<file path="config.mk">
export PLATFORM = sky130hd
export DESIGN_NAME = alu_writeback_regfile
export DESIGN_NICKNAME = d
export VERILOG_FILES = /design/src/rtl/alu_writeback_regfile.sv
export SDC_FILE = /design/constraint.sdc
export NUM_CORES = 2
export LEC_CHECK = 0
export ABC_AREA = 0
export CAP_MARGIN = 10
export CORE_UTILIZATION = 55
export CTS_CLUSTER_SIZE = 16
export DETAILED_ROUTE_END_ITERATION = 10
export MAX_ROUTING_LAYER = met4
export PLACE_DENSITY = 0.84
export SLEW_MARGIN = 5
export SYNTH_ARGS = -nofsm -noshare
export SYNTH_HDL_FRONTEND = slang
export SYNTH_SLANG_ARGS = --single-unit
</file>
<file path="constraint.sdc">
create_clock -name clk -period 5 [get_ports clk]
set_input_delay 1.5 -clock clk [delete_from_list [all_inputs] [get_ports clk]]
set_output_delay 1.5 -clock clk [all_outputs]
set_load 0.02 [all_outputs]
</file>
<file path="src/rtl/alu_writeback_regfile.sv">
// Write-back register file and status flags sitting behind the 32-bit ALU.
// Two combinational read ports feed the ALU operands; register 0 reads as zero.
module alu_writeback_regfile #(
  parameter int WIDTH      = 32,
  parameter int DEPTH_LOG2 = 5,
  parameter int BYPASS     = 1
) (
  input  logic                  clk,
  input  logic                  reset,
  input  logic [WIDTH-1:0]      write_data,
  input  logic [DEPTH_LOG2-1:0] write_addr,
  input  logic                  reg_write,
  input  logic                  alu_carryout,
  input  logic                  alu_overflow,
  input  logic                  flag_write,
  input  logic [DEPTH_LOG2-1:0] read_addr1,
  input  logic [DEPTH_LOG2-1:0] read_addr2,
  output logic [WIDTH-1:0]      read_data1,
  output logic [WIDTH-1:0]      read_data2,
  output logic                  flag_zero,
  output logic                  flag_carry,
  output logic                  flag_ovf,
  output logic                  flags_valid
);

  localparam int DEPTH = 1 << DEPTH_LOG2;

  logic [WIDTH-1:0] r_regs [DEPTH];
  logic             r_flag_zero;
  logic             r_flag_carry;
  logic             r_flag_ovf;
  logic             r_flags_valid;

  logic             w_wr_en;
  logic             w_byp1;
  logic             w_byp2;

  // A write is effective only outside reset and never to register 0.
  assign w_wr_en = reg_write & ~reset & (write_addr != '0);
  assign w_byp1  = (BYPASS != 0) & w_wr_en & (read_addr1 == write_addr);
  assign w_byp2  = (BYPASS != 0) & w_wr_en & (read_addr2 == write_addr);

  // Register array: synchronous clear, then single-port write.
  always_ff @(posedge clk) begin
    if (reset) begin
      for (int i = 0; i < DEPTH; i++) begin
        r_regs[i] <= '0;
      end
    end else if (w_wr_en) begin
      r_regs[write_addr] <= write_data;
    end
  end

  // Status flags captured independently of the register write.
  always_ff @(posedge clk) begin
    if (reset) begin
      r_flag_zero   <= 1'b0;
      r_flag_carry  <= 1'b0;
      r_flag_ovf    <= 1'b0;
      r_flags_valid <= 1'b0;
    end else if (flag_write) begin
      r_flag_zero   <= (write_data == '0);
      r_flag_carry  <= alu_carryout;
      r_flag_ovf    <= alu_overflow;
      r_flags_valid <= 1'b1;
    end
  end

  // Read ports: zero register, optional same-cycle forwarding, else array.
  always_comb begin
    read_data1 = r_regs[read_addr1];
    read_data2 = r_regs[read_addr2];
    if (w_byp1) read_data1 = write_data;
    if (w_byp2) read_data2 = write_data;
    if (read_addr1 == '0) read_data1 = '0;
    if (read_addr2 == '0) read_data2 = '0;
  end

  assign flag_zero   = r_flag_zero;
  assign flag_carry  = r_flag_carry;
  assign flag_ovf    = r_flag_ovf;
  assign flags_valid = r_flags_valid;

endmodule

</file>
Word-level counts from Yosys, hierarchy flattened
Memories as Yosys holds them, arrays and structs flattened.
Cells that the tools add are included.
{"block": "word_totals", "reg_bits": 4, "latch_bits": 0, "ramBits": 1024, "mem_bits_ro": 0, "elab_cells": 29, "n_memories": 1}
{"name": "r_regs", "words": 32, "word_bits": 32, "read_ports": 2, "rd_clocked_by_memory_dff": 0, "write_ports": 32, "line_no": "28", "text": "logic [WIDTH-1:0] r_regs [DEPTH];"}
{"block": "classes", "n_addsub": 0, "n_mul": 0, "n_div": 0, "order_cmp": 0, "n_eq_ne": 2, "n_shift": 0, "n_mux": 12, "bitwise": 5, "reduce_logical": 5}
{"op": "32-bit two-way mux", "n": 5}
{"op": "32-bit zero test", "n": 1}
{"op": "32-bit OR reduction", "n": 1}
{"op": "5-bit equality test", "n": 2}
{"op": "5-bit zero test", "n": 2}
{"op": "1-bit two-way mux", "n": 6}
{"op": "5-bit two-way mux", "n": 1}
{"op": "5-bit nonzero test", "n": 1}
{"op": "1-bit AND", "n": 4}
{"op": "1-bit inverter", "n": 1}

Logic depth before layout (Yosys ltp)
{"block": "depth", "ltp_word": 8, "depth_mapped": 11}

Worst setup path after synthesis
OpenSTA, ideal clock, no wires.
{"block": "synth_timing", "path_kind": "input to output", "start": "in read_addr2[0]", "end": "out read_data2[1]", "arrival_time_ns": 3.342, "slack_ns": 0.158, "path_stages": 9, "path_cell_list": "buf_4 buf_6 buf_4 buf_6 buf_2 a211oi_1 a221oi_1 a31oi_1 a211oi_1"}
{"block": "synth_via", "elab_chain_cells": 4, "elab_cells_between_ends": 6}
{"item": "from (decl)", "line_no": "17", "text": "input logic [DEPTH_LOG2-1:0] read_addr2,"}
{"item": "branches (longest 3 deep; another with memory read 32 x 32 bit)"}
{"item": "32-bit two-way mux (*)", "line_no": "76", "text": "if (read_addr2 == '0) read_data2 = '0;"}
{"item": "to (decl)", "line_no": "19", "text": "output logic [WIDTH-1:0] read_data2,"}
Mark *: on every way between the ends.

Final worst setup path
{"block": "layout_timing", "start": "in read_addr1[0]", "end": "out read_data1[30]"}
{"block": "layout_via", "elab_chain_cells": 4, "elab_cells_between_ends": 6}
{"item": "from (decl)", "line_no": "16", "text": "input logic [DEPTH_LOG2-1:0] read_addr1,"}
{"item": "branches (longest 3 deep; another with memory read 32 x 32 bit)"}
{"item": "32-bit two-way mux (*)", "line_no": "75", "text": "if (read_addr1 == '0) read_data1 = '0;"}
{"item": "to (decl)", "line_no": "18", "text": "output logic [WIDTH-1:0] read_data1,"}
Marks and branches as above.

==> flow_summary.ini <==
[global_routing]
grt_overflow = 0
use_met3 = 0.2201
antenna_found_initial = 15
grt_pass1_wl_mm = 311.0
grtUsageTotal = 0.4464
grt_pass1_vias = 43530
top_usage_layer = met2
use_met2 = 0.6052
grt_max_degree = 42
met1_usage = 0.5123

[clock_network]
cts_root_buf = clkbuf_16
ctsLongestPathBuffers = 3
cts_hold_buf = 0
clk_latency_ns = 0.72
cts_tree = built
htreeDepth = 3
cts_buffers = 105
cts.sinks = 1028
path_clk_slew_ns = 0.06

[worst_setup_path]
endpoint_kind = output port
crit_family = buffers and inverters
start_kind = input pin
critPathMaxFanout = 8
max_stage_delay_ns = 0.56
cp_num_buf_inv = 6
critPathKind = in -> out
cp.required_ns = 3.50
critPathSlowestCell = mux4_2
r2r_slack_ns = 4.20
arrival_ns = 3.70
crit_chain = buf_16 -> buf_12 -> buf_16 -> buf_12 -> buf_6 -> mux4_2 -> a221o_1 -> a32o_2 -> buf_6

[status]
failed_checks = negative setup slack
status = finished, violations left

[timing]
setup_viol = 49
finalCriticalPeriod_ns = 5.202
finalCritPeriodShare = 1.040
worst_pin_slew_ns = 1.157
finalWorstSetupSlack_ns = -0.2018
hold_viol_final = 0
finalClockSkew_ns = 0
slew_headroom = 0.2212
max_freq_ghz = 0.1922
rsz0062_at_grt = true
slew_viol_final = 0

[floorplanning]
rows = 116
start_util = 0.5566
die_area_um2 = 102800
core_um2 = 100300
die_w_um = 320.6
ios = 121
die_h_um = 320.6

[finish]
layout_commonest_cell = edfxtp_1
synthToLayoutAreaGrowth_pct = 24.23
drive_gt1_frac = 0.3495
nets = 4511
post-route-util = 0.6915
layout_common_cells = edfxtp_1 (1,024), and2_1 (993), buf_4 (465), mux4_2 (345), mux2i_1 (323)

[drt]
dr.pass1.iters = 11
drtIter0Drc = 9812
ant_nets = 0
vias = 44960
viasPerCell = 7.588
wl_mm = 229.8
avgRoutedWirePerCell_um = 38.79
route.detailed.drc = 0

[hold_path]
holdCritPathClass = reg -> reg

[power]
power_mw = 22.39
leakage_nw = 25.70
ir_worst_vdd_v = 0.0002777
p_per_area_nw_per_um2 = 322.8

[synth]
synthFlopType = edfxtp_1
seq_area_frac_synth = 0.5523
synth_cell_types = 64
ys_seq_elements = 1028
syn_area_um2 = 55820
netlist_instances = 3953
yosysWarnings = 0
syn_area_per_cell_um2 = 14.12
ys_async_sr_fraction = 0
synth_edf_count = 1024

[flow_run]
drv_cap = 0

[placed_design]
portBuffers = 120
place_congestion = 0.9832
post-dp-hpwl_mm = 132.2
layout make-up:
| type | count | area (um^2) |
|---|---|---|
| inverters | 2 | 7.507 |
| diodes | 22 | 55.05 |
| clock inverters | 70 | 798.3 |
| multi-input cells | 2532 | 24490 |
| well taps | 1357 | 1698 |
| fillers | 6101 | 30940 |
| clock buffers | 125 | 2765 |
| flip-flops and latches | 1028 | 30830 |
| repair buffers | 789 | 8712 |
registers in the layout, indices dropped and copies added, names as in the netlist:
register	count
flag_ovf	1
flag_carry	1
r_regs	1024
flag_zero	1
flags_valid	1
what timing repair did:
item,CTS,global route
gates cloned,21,7
buffers inserted,60,85
pin swaps,65,106
endpoints found under the setup margin,64,64
gates resized for setup,524,275
cell families after synthesis:
group,synth area share
DFF,0.5523
muxes,0.2086
other,0.00006717
xor gates and xnor gates,0.001569
and+or+nand+nor,0.1365
AOI/OAI and AO/OA,0.06298
buffers and inverters,0.03799
through the flow:
step                      setup slack, ns  hold slack, ns  instances  TNS (ns)  area (um^2)
after global routing              -0.1688          0.5136       5923    -2.657        69350
after global placement             -1.036          0.4546       5556    -38.35        62120
after floorplan                    0.1575          0.5425       3984         0        55940
after detailed placement           -1.044          0.4838       5556    -38.28        62120
after CTS                         -0.1452          0.5002       5829    -1.507        67700
final                             -0.2018          0.4927       5925    -3.196        69350
path summary, 6_finish.rpt:
check / start / to / depth (start not counted)
worst min register to register: flags_valid / flags_valid / 2
worst min-delay path: flags_valid / flags_valid / 2
worst max-delay path: read_addr1[0] / read_data1[30] / 9
worst max register to register: flag_zero / flag_zero / 2
cell usage after synthesis, types with 6 or more instances:
| master | n | area (um^2) |
|---|---|---|
| buf_2 | 48 | 240.2 |
| a32o_1 | 32 | 320.3 |
| o221ai_1 | 32 | 280.3 |
| edfxtp_1 | 1024 | 30750 |
| mux4_2 | 345 | 7770 |
| mux2_2 | 36 | 405.4 |
| buf_1 | 13 | 48.80 |
| clkbuf_1 | 289 | 1085 |
| nand2b_1 | 6 | 37.54 |
| a31oi_1 | 15 | 93.84 |
| xor2_1 | 7 | 61.31 |
| buf_4 | 26 | 195.2 |
| nor2_1 | 63 | 236.5 |
| or2_2 | 32 | 200.2 |
| o22ai_1 | 48 | 300.3 |
| nand2_1 | 126 | 473.0 |
| o21ai_0 | 35 | 175.2 |
| a221oi_1 | 49 | 429.2 |
| mux2i_1 | 344 | 3443 |
| a211oi_1 | 50 | 375.4 |
| nor3_1 | 9 | 45.04 |
| a221o_1 | 28 | 280.3 |
| buf_6 | 41 | 461.7 |
| o211a_1 | 7 | 70.07 |
| o211ai_1 | 13 | 97.59 |
| a21oi_1 | 60 | 300.3 |
| nor4_1 | 6 | 37.54 |
| and2_1 | 995 | 6225 |
| nand3_1 | 20 | 100.1 |
| a22oi_1 | 79 | 593.1 |
| nor2b_1 | 11 | 68.82 |
power breakdown:
group          switching [mW]  internal (mW)  total, mW
Sequential              0.299           9.96       10.3
Clock                    3.55           4.81       8.36
Combinational            2.13           1.64       3.77
Total                    5.97           16.4       22.4
layer usage:
metal  part of all wire  wire, um
met4               0.10     23030
met1               0.30     68160
met2               0.40     92810
met5                  0         0
met3               0.20     45840
worst register-to-register path, delay by kind of cell (launching register included):
| kind | cells | cell delay [ns] |
|---|---|---|
| DFF | 1 | 0.49 |
| AOI/OAI and AO/OA | 1 | 0.14 |
| and+or+nand+nor | 1 | 0.10 |
Power figures use the tool's default switching activity.
